--- src/rtl/serial_sub_pkg.sv ---
// serial_sub_pkg: shared types and constants for the bit-serial subtractor.
//   sub_state_t       : FSM state encoding (IDLE, SHIFT, DONE)
//   SUB_WIDTH_DEFAULT : default operand/result width
package serial_sub_pkg;

    typedef enum logic [1:0] {
        IDLE  = 2'd0,
        SHIFT = 2'd1,
        DONE  = 2'd2
    } sub_state_t;

    localparam int SUB_WIDTH_DEFAULT = 8;

endpackage

--- src/rtl/full_subtractor_cell.sv ---
// full_subtractor_cell: one-bit full subtractor, purely combinational.
//   a    : minuend bit
//   b    : subtrahend bit
//   bin  : borrow in
//   d    : difference bit  (a - b - bin)
//   bout : borrow out
module full_subtractor_cell (
    input  logic a,
    input  logic b,
    input  logic bin,
    output logic d,
    output logic bout
);

    assign d    = a ^ b ^ bin;
    assign bout = (~a & b) | (~(a ^ b) & bin);

endmodule

--- src/rtl/serial_subtractor.sv ---
// serial_subtractor: bit-serial, LSB-first WIDTH-bit subtractor (diff = a - b),
// one bit per clock through a single full_subtractor_cell and one borrow FF.
//   clk        : clock, rising edge
//   rst_n      : synchronous active-low reset
//   start      : request a subtraction (sampled only in IDLE)
//   a, b       : unsigned operands, captured on an accepted start
//   busy       : high in SHIFT and DONE
//   done       : one-cycle pulse, result valid
//   diff       : a - b modulo 2^WIDTH, held until the next completed operation
//   borrow_out : 1 iff a < b unsigned
//   overflow   : signed overflow; exists only when SERIAL_SUB_OVERFLOW_EN is defined
module serial_subtractor
    import serial_sub_pkg::*;
#(
    parameter int WIDTH = SUB_WIDTH_DEFAULT
) (
    input  logic             clk,
    input  logic             rst_n,
    input  logic             start,
    input  logic [WIDTH-1:0] a,
    input  logic [WIDTH-1:0] b,
    output logic             busy,
    output logic             done,
    output logic [WIDTH-1:0] diff,
    output logic             borrow_out
`ifdef SERIAL_SUB_OVERFLOW_EN
    ,
    output logic             overflow
`endif
);

    localparam int             CW       = $clog2(WIDTH);
    localparam logic [CW-1:0]  CNT_LAST = CW'(WIDTH - 1);

    sub_state_t       state;
    logic [WIDTH-1:0] sa;
    logic [WIDTH-1:0] sb;
    // Holds the WIDTH-1 bits already produced; the final bit is merged
    // straight into diff on the last SHIFT cycle.
    logic [WIDTH-2:0] res;
    logic             br;
    logic [CW-1:0]    cnt;

    logic             d;
    logic             br_next;

    full_subtractor_cell u_cell (
        .a    (sa[0]),
        .b    (sb[0]),
        .bin  (br),
        .d    (d),
        .bout (br_next)
    );

    always_ff @(posedge clk) begin
        if (!rst_n) begin
            state      <= IDLE;
            sa         <= '0;
            sb         <= '0;
            res        <= '0;
            br         <= 1'b0;
            cnt        <= '0;
            busy       <= 1'b0;
            done       <= 1'b0;
            diff       <= '0;
            borrow_out <= 1'b0;
`ifdef SERIAL_SUB_OVERFLOW_EN
            overflow   <= 1'b0;
`endif
        end else begin
            case (state)
                IDLE: begin
                    if (start) begin
                        state <= SHIFT;
                        busy  <= 1'b1;
                        sa    <= a;
                        sb    <= b;
                        res   <= '0;
                        br    <= 1'b0;
                        cnt   <= '0;
                    end
                end
                SHIFT: begin
                    // Zero-fill right shift: on the last cycle sa[0]/sb[0]
                    // are exactly the operand MSBs captured at start.
                    sa  <= sa >> 1;
                    sb  <= sb >> 1;
                    br  <= br_next;
                    cnt <= cnt + 1'b1;
                    res <= (WIDTH-1)'({d, res} >> 1);
                    if (cnt == CNT_LAST) begin
                        state      <= DONE;
                        done       <= 1'b1;
                        diff       <= {d, res};
                        borrow_out <= br_next;
`ifdef SERIAL_SUB_OVERFLOW_EN
                        overflow   <= (sa[0] ^ sb[0]) & (sa[0] ^ d);
`endif
                    end
                end
                DONE: begin
                    state <= IDLE;
                    done  <= 1'b0;
                    busy  <= 1'b0;
                end
                default: begin
                    state <= IDLE;
                    done  <= 1'b0;
                    busy  <= 1'b0;
                end
            endcase
        end
    end

endmodule
--- config.mk ---
export PLATFORM = sky130hd
export DESIGN_NAME = serial_subtractor
export DESIGN_NICKNAME = d
export VERILOG_FILES = /design/src/rtl/serial_sub_pkg.sv /design/src/rtl/full_subtractor_cell.sv /design/src/rtl/serial_subtractor.sv
export SDC_FILE = /design/constraint.sdc
export NUM_CORES = 1
export LEC_CHECK = 0
export ABC_AREA = 1
export CORE_MARGIN = 2
export CORE_UTILIZATION = 56
export CTS_CLUSTER_SIZE = 12
export DETAILED_ROUTE_END_ITERATION = 10
export GPL_ROUTABILITY_DRIVEN = 0
export PLACE_DENSITY = 0.89
export SLEW_MARGIN = 20
export SYNTH_ARGS = -nofsm -noshare
export SYNTH_HDL_FRONTEND = slang
export SYNTH_SLANG_ARGS = --single-unit
--- constraint.sdc ---
create_clock -name clk -period 3.7 [get_ports clk]
set_clock_uncertainty 0.1 [all_clocks]
set_input_delay 0.37 -clock clk [delete_from_list [all_inputs] [get_ports clk]]
set_output_delay 0.37 -clock clk [all_outputs]
set_load 0.05 [all_outputs]
# Yosys cells after proc, flatten, opt, wreduce, memory -nomap -nowiden
# Index checks and enable logic that the tools add are counted.
[op_classes]
n_mul = 0
n_shift = 0
bitwise_logic = 9
n_addsub = 1
div = 0
order_cmp = 0
eq_ne = 4
reduce_logical = 7
mux = 17
[ops]
columns = ["cell", "count"]
rows = [
  ["one-hot mux 8 bit (2 select lines)", 2],
  ["two-way mux 8 bit", 2],
  ["one-hot mux 7 bit (2 select lines)", 1],
  ["AND reduction 2 bit", 5],
  ["two-way mux 7 bit", 1],
  ["one-hot mux 1 bit (2 select lines)", 3],
  ["one-hot mux 3 bit (2 select lines)", 1],
  ["two-way mux 2 bit", 2],
  ["!= test 2 bit, second input constant", 2],
  ["inverter 1 bit", 4],
  ["one-hot mux 2 bit (2 select lines)", 1],
  ["adder 3 x 1 -> 3 bit, second input constant", 1],
  ["== test 3 bit, second input constant", 1],
  ["two-way mux 1 bit", 3],
  ["two-way mux 3 bit", 1],
  ["AND 1 bit", 2],
  ["== test 2 x 1 -> 1 bit, second input constant", 1],
  ["zero test 2 bit", 1],
  ["nonzero test 2 bit", 1],
  ["XOR 1 bit", 2],
  ["bitwise OR 1 bit", 1],
]
[totals]
n_memories = 0
regBits = 40
latch_bits = 0
mem_bits_rw = 0
word_cells = 48
romBits = 0
out_inout_bits = 11

# Longest topological paths before layout
# Gate-level depths: netlist of run 1.
[logic_depth]
ltp_word = 5
mapped_depth = 7

# Cells and area by module
# A second synthesis of run 1 with hierarchy kept.
[hier_totals]
cells_unflattened = 257
hier_area_um2 = 1762.9
[modules_own_cells]
columns = ["module", "area_per_inst_um2", "n_inst", "cells_each"]
rows = [
  ["serial_subtractor", 1731.7, 1, 253],
  ["full_subtractor_cell", 31.3, 1, 4],
]

# Least setup slack after synthesis of run 1
# OpenSTA, ideal clock, no wires.
[synth_path]
path_type = "flip-flop to flip-flop"
startpoint = "reg cnt[0]"
endpoint = "reg borrow_out"
t_required_ns = 3.540
setup_time_ns = 0.060
path_slack_ns = 2.463
synth_period_minus_slack_ns = 1.237
path_stages_with_launch = 7
arrival_ns = 1.076
cell_sequence = "dfxtp_1 > ha_1 > ha_1 > nand2_4 > buf_6 > nand3_1 > nand2_1"
[synth_via]
elab_chain_len = 2
[synth_rtl]
columns = ["item", "line", "rtl"]
rows = [
  ["start: declaration", "serial_subtractor.sv:42", "logic [CW-1:0] cnt;"],
  ["start signal: assignment", "serial_subtractor.sv:89", "cnt <= cnt + 1'b1;"],
  ["== test 3 bit", "serial_subtractor.sv:91", "if (cnt == CNT_LAST) begin"],
  ["AND reduction 2 bit (no line)", "-", ""],
  ["end signal: assignment", "serial_subtractor.sv:95", "borrow_out <= br_next;"],
  ["end: declaration", "serial_subtractor.sv:25", "output logic borrow_out"],
]
# No other way between the ends.
# A chain may end at the register's enable or synchronous reset.

# Worst setup path in the final report of run 1
[layout_path]
startpoint = "reg busy"
endpoint = "out busy"
[layout_lines]
columns = ["item", "line", "rtl"]
rows = [
  ["start: declaration", "serial_subtractor.sv:22", "output logic busy,"],
  ["start signal: assignment", "serial_subtractor.sv:63", "busy <= 1'b0;"],
  ["start signal: assignment", "serial_subtractor.sv:75", "busy <= 1'b1;"],
  ["start signal: assignment", "serial_subtractor.sv:104", "busy <= 1'b0;"],
]
# No word-level cell between the ends.

==> flow_metrics.env, run 1 <==
export IMPL_status="complete, no violations"
export IMPL_fin_hold_ws_ns=0.366
export IMPL_fin_crit_sh_pct=53.6
export IMPL_clock_latency_ns=0.36
export IMPL_hold_path_class="reg -> reg"
export IMPL_finalInstanceArea_um2=2110
export IMPL_hold_viol_final=0
export IMPL_die_w_um=61.0
export IMPL_grt_max_degree=42
export IMPL_maxCapViolations=0
export IMPL_synthMuxAreaShare_pct=0
export IMPL_crit_path_start_kind="flip-flop"
export IMPL_fin_setup_tns_ns=0
export IMPL_power_mw=0.814
export IMPL_cp_end_kind="output pin"
export IMPL_wirelength_mm=3.60
export IMPL_powerDensity_nw_per_um2=385
export IMPL_placed_area_um2=2050
export IMPL_root_buffer="clkbuf_4"
export IMPL_track_usage_pct=22.6
export IMPL_crit_chain="clkdlybuf4s50_1"
export IMPL_synth_cell_types=19
export IMPL_syn_nets=279
export IMPL_ys_seq_area_share_pct=44.0
export IMPL_max_freq_mhz=504
export IMPL_ctsLongestPathBuffers=2
export IMPL_cts_sinks=40
export IMPL_n_antenna_cell=0
export IMPL_drc=0
export IMPL_layout_nets=302
export IMPL_power_static_leakage_nw=0.971
export IMPL_synth_fa_ha_area_share_pct=2.48
export IMPL_rows=20
export IMPL_wl_per_cell_um=11.1
export IMPL_post_cts_setup_buffer_count=0
export IMPL_n_fill_cell=280
export IMPL_syn2layout_area_growth_pct=16.2
export IMPL_postRouteAntennaNets=0
export IMPL_firstDrtPassIters=4
export IMPL_postSynthAreaPerCell_um2=7.07
export IMPL_core_um2=3080
export IMPL_syn_inst=257
export IMPL_die_y_um=61.0
export IMPL_synth_seq_cells=40
export IMPL_cts_hold_buffers=0
export IMPL_num_vias=1575
export IMPL_portBuffers=29
export IMPL_fin_crit_ns=1.98
export IMPL_path_buf_inv=1
export IMPL_finalCoreUtilization_pct=68.7
export IMPL_cp_slowest_cell="clkdlybuf4s50_1"
export IMPL_antenna_found_initial=0
export IMPL_drive_gt1_share_pct=5.69
export IMPL_cts_tree="built"
export IMPL_synthSimpleGateAreaFrac_pct=37.0
export IMPL_synth_top_family_by_area="simple AND/OR/NAND/NOR gates"
export IMPL_rsz0062_at_grt="no"
export IMPL_path_clk_slew_ns=0.11
export IMPL_final_cell_mix="nand2_1, dfxtp_1, nor2_1"
export IMPL_synth_xor_area_share_pct=0
export IMPL_crit_required_ns=3.23
export IMPL_routed_via_density=4.85
export IMPL_drtIter0Drc=90
export IMPL_die_area_um2=3720
export IMPL_layout_commonest_cell="nand2_1"
export IMPL_synth_area_um2=1820
export IMPL_relSlewSlack_pct=38.5
export IMPL_io_pins=30
export IMPL_setup_viol=0
export IMPL_ctsResizeCount=0
export IMPL_irDropWorstVdd_v=0.000232
export IMPL_drv_slew=0
export IMPL_gr_total_overflow=0
export IMPL_crit_type="reg -> out"
export IMPL_critical_path_top_delay_family="buffers and inverters"
export IMPL_grt_pass1_wl_mm=5.95
export IMPL_cts_max_level=2
export IMPL_yosysWarnings=0
export IMPL_start_util_pct=59.1
export IMPL_synth_compound_area_share_pct=5.51
export IMPL_dp_hpwl_mm=2.38
export IMPL_arrival_ns=1.51
export IMPL_max_stage_delay_ns=0.80
export IMPL_cts_made_buffers=5
export IMPL_crit_path_max_fanout=2
export IMPL_grt_pass1_vias=1360
export IMPL_tightest_slew_ns=0.918
==> stage by stage <==
stage               instances  setup slack (ns)
CTS                       325              1.69
global route              325              1.58
floorplan                 257              2.46
global placement          317              1.64
detailed placement        317              1.58
finish                    325              1.72
==> layout make-up <==
class / count / area (um2) / share of cell area, %
Timing Repair Buffer: 30 / 298 / 14.1
Inverter: 22 / 82.6 / 3.91
Tap cell: 44 / 55.1 / 2.61
Sequential cell: 40 / 801 / 37.9
Multi-Input combinational cell: 181 / 818 / 38.7
Clock buffer: 8 / 58.8 / 2.78
==> flip-flops by register name, indices dropped and copies added (netlist names) <==
signal,count
borrow_out,1
br,1
busy,1
cnt,3
diff,8
done,1
res,7
sa,8
sb,8
state,2
==> power breakdown <==
group          leakage [nW]  internal (mW)  switching [mW]
combinational         0.612         0.0483          0.0656
clock                0.0326         0.0938           0.139
sequential            0.327          0.451          0.0166
total                 0.971          0.593           0.221
==> path summary, 6_finish.rpt <==
| check | endpoint | startpoint | cells past startpoint | slack [ns] |
|---|---|---|---|---|
| max | busy | busy$_SDFFE_PN0P_ | 1 | 1.72 |
| min | diff[2]$_SDFFE_PN0P_ | res[2]$_SDFFE_PN0P_ | 2 | 0.37 |
| max reg2reg | sb[1]$_SDFFE_PN0P_ | state[0]$_SDFFE_PN0P_ | 4 | 1.76 |
| min reg2reg | diff[2]$_SDFFE_PN0P_ | res[2]$_SDFFE_PN0P_ | 2 | 0.37 |
==> layer usage <==
layer,vias to the layer above,share of wire (%),track usage (%)
li1,829,-,-
met1,693,43,28.4
met2,49,50,35.2
met3,4,5.9,7.68
met4,0,1.8,10.2
met5,-,0,0
==> synth_stat cells <==
| library cell | instances | area [um2] |
|---|---|---|
| inv_2 | 3 | 11.3 |
| nand2_4 | 2 | 22.5 |
| o21ai_4 | 1 | 16.3 |
| buf_2 | 3 | 15.0 |
| nor2_1 | 33 | 124 |
| a21oi_1 | 14 | 70.1 |
| nor2_8 | 1 | 20.0 |
| buf_4 | 2 | 15.0 |
| nor2_4 | 1 | 11.3 |
| o21ai_0 | 1 | 5.00 |
| ha_1 | 2 | 25.0 |
| a21oi_2 | 1 | 8.76 |
| nand3_1 | 24 | 120 |
| fa_1 | 1 | 20.0 |
| nand2_1 | 100 | 375 |
| dfxtp_1 | 40 | 801 |
| buf_1 | 2 | 7.51 |
| inv_1 | 19 | 71.3 |
| buf_6 | 7 | 78.8 |
==> logic make-up (layout without fill, tap and decap cells) <==
| kind of cell | Yosys count | count (layout) |
|---|---|---|
| and+or+nand+nor | 161 | 161 |
| buffers and inverters | 36 | 60 |
| AOI/OAI and AO/OA | 17 | 17 |
| adders and majority gates | 3 | 3 |
| DFF | 40 | 40 |
(Power assumes the default switching activity.)
==> run 2: changes to the inputs <==
CORE_UTILIZATION = 47   (was 56)
PLACE_DENSITY = 0.81   (was 0.89)
clock period = 1.6 ns   (was 3.7 ns; I/O delays follow)
==> run 2 against run 1 <==
Net effect: hold slack got worse by 0.037 ns; global-route usage down 3.9 points; combinational power grew 150%; sequential cell count stayed put; count of clock-buffer cells in the layout decreased by 3; highest routed layer unchanged; critical endpoint is now borrow_out$_SDFFE_PN0P_; die area increased by 18%; clock power grew to 4.2 times the previous value; first-iteration DRC count is 24% lower.
==> flow_metrics.env, run 2 (synthesized netlist as in run 1, its figures left out) <==
export IMPL_fin_hold_ws_ns=0.329
export IMPL_power_static_leakage_nw=1.05
export IMPL_ctsResizeCount=0
export IMPL_grt_pass1_wl_mm=6.16
export IMPL_num_vias=1581
export IMPL_wl_per_cell_um=10.7
export IMPL_root_buffer="clkbuf_8"
export IMPL_max_freq_mhz=757
export IMPL_cts_made_buffers=5
export IMPL_layout_nets=307
export IMPL_finalCoreUtilization_pct=59.9
export IMPL_postRouteAntennaNets=0
export IMPL_fin_setup_tns_ns=0
export IMPL_clockPowerShare_pct=41.6
export IMPL_crit_path_max_fanout=12
export IMPL_fin_crit_sh_pct=82.6
export IMPL_firstDrtPassIters=4
export IMPL_layout_commonest_cell="nand2_1"
export IMPL_cts_hold_buffers=0
export IMPL_drc=0
export IMPL_drv_slew=0
export IMPL_multi_input_area_um2=818
export IMPL_drive_gt1_share_pct=11.6
export IMPL_drtIter0Drc=68
export IMPL_crit_path_start_kind="flip-flop"
export IMPL_maxCapViolations=0
export IMPL_setup_viol=0
export IMPL_ctsLongestPathBuffers=2
export IMPL_die_w_um=66.2
export IMPL_cts_tree="built"
export IMPL_grt_max_degree=42
export IMPL_wirelength_mm=3.56
export IMPL_track_usage_pct=18.6
export IMPL_p_sw_share_pct=23.4
export IMPL_post_cts_setup_buffer_count=0
export IMPL_hold_path_class="in -> reg"
export IMPL_cts_max_level=2
export IMPL_start_util_pct=49.3
export IMPL_rows=22
export IMPL_tightest_slew_ns=0.347
export IMPL_antenna_found_initial=0
export IMPL_arrival_ns=1.47
export IMPL_fin_crit_ns=1.32
export IMPL_irDropWorstVdd_v=0.000661
export IMPL_clock_latency_ns=0.30
export IMPL_crit_required_ns=1.75
export IMPL_largestRegisters="diff: 8 flops, sa: 8 flops, sb: 8 flops"
export IMPL_crit_type="reg -> reg"
export IMPL_gr_total_overflow=0
export IMPL_p_sw_mw=0.543
export IMPL_p_seq_share_pct=46.2
export IMPL_final_cell_mix="nand2_1, dfxtp_1, nor2_1"
export IMPL_reg2reg_slack_ns=0.28
export IMPL_path_clk_slew_ns=0.08
export IMPL_io_pins=30
export IMPL_dp_hpwl_mm=2.37
export IMPL_cp_end_kind="flip-flop"
export IMPL_die_y_um=66.2
export IMPL_die_area_um2=4380
export IMPL_status="complete, no violations"
export IMPL_rsz0062_at_grt="no"
export IMPL_p_comb_share_pct=12.2
export IMPL_grt_pass1_vias=1432
export IMPL_core_um2=3690
export IMPL_intPower_mw=1.78
export IMPL_relSlewSlack_pct=76.8
export IMPL_powerDensity_nw_per_um2=1050
export IMPL_portBuffers=29
export IMPL_routed_via_density=4.75
export IMPL_n_antenna_cell=0
export IMPL_n_fill_cell=347
export IMPL_syn2layout_area_growth_pct=21.6
export IMPL_layout_area_seq_um2=801
export IMPL_hold_viol_final=0
export IMPL_cts_sinks=40
## run 2: cell count changes in the layout (fill, tap and decap cells not counted)
cell | before | now
buf_12 | 0 | 1
buf_4 | 1 | 16
bufinv_16 | 0 | 2
clkbuf_1 | 2 | 0
clkbuf_4 | 5 | 0
clkbuf_8 | 1 | 5
clkdlybuf4s50_1 | 29 | 18
## run 2: cell type report
type / instances / share of cell area (%)
Clock buffer: 5 / 3.11
Clock inverter: 2 / 2.72
Inverter: 22 / 3.74
Multi-Input combinational cell: 181 / 37.0
Sequential cell: 40 / 36.2
Tap cell: 48 / 2.72
Timing Repair Buffer: 35 / 14.5
## run 2: worst max-delay path, stage by stage (launching register included)
cell     delay (ns)
dfxtp_1        0.53
inv_2          0.08
nor2_4         0.11
nand2_4        0.14
nor2_8         0.17
nand2_1        0.08
nand2_1        0.06
## run 2: layer usage
metal / global-route usage (%) / share of wire [%] / up-vias
li1: - / - / 838
met1: 22.8 / 46 / 697
met2: 30.0 / 46 / 41
met3: 5.62 / 5.7 / 5
met4: 8.42 / 2.0 / 0
met5: 0 / 0 / -
## run 2: through the flow
step	instances	total power [mW]	setup slack (ns)	instance area, um2
3_3_place_gp	326	1.37	0.197	2080
6_report	333	2.32	0.278	2210
4_1_cts	333	2.34	0.272	2210
5_1_grt	333	2.42	0.162	2210
3_5_place_dp	326	1.38	0.147	2080
2_1_floorplan	257	1.30	0.363	1820
## run 2: worst paths after layout
check,from,to,depth (start not counted)
hold / removal,a[7],sa[7]$_SDFFE_PN0P_,3
setup reg to reg,state[0]$_SDFFE_PN0P_,borrow_out$_SDFFE_PN0P_,6
hold reg to reg,res[2]$_SDFFE_PN0P_,diff[2]$_SDFFE_PN0P_,2
setup / recovery,state[0]$_SDFFE_PN0P_,borrow_out$_SDFFE_PN0P_,6
## run 2: power groups by stage
stage          registers, mW  clock network (mW)  logic (mW)
2_1_floorplan           1.09                   0       0.209
3_3_place_gp            1.09                   0       0.277
3_5_place_dp            1.09                   0       0.284
4_1_cts                 1.07               0.984       0.286
5_1_grt                 1.08                1.02       0.327
6_report                1.07               0.967       0.284
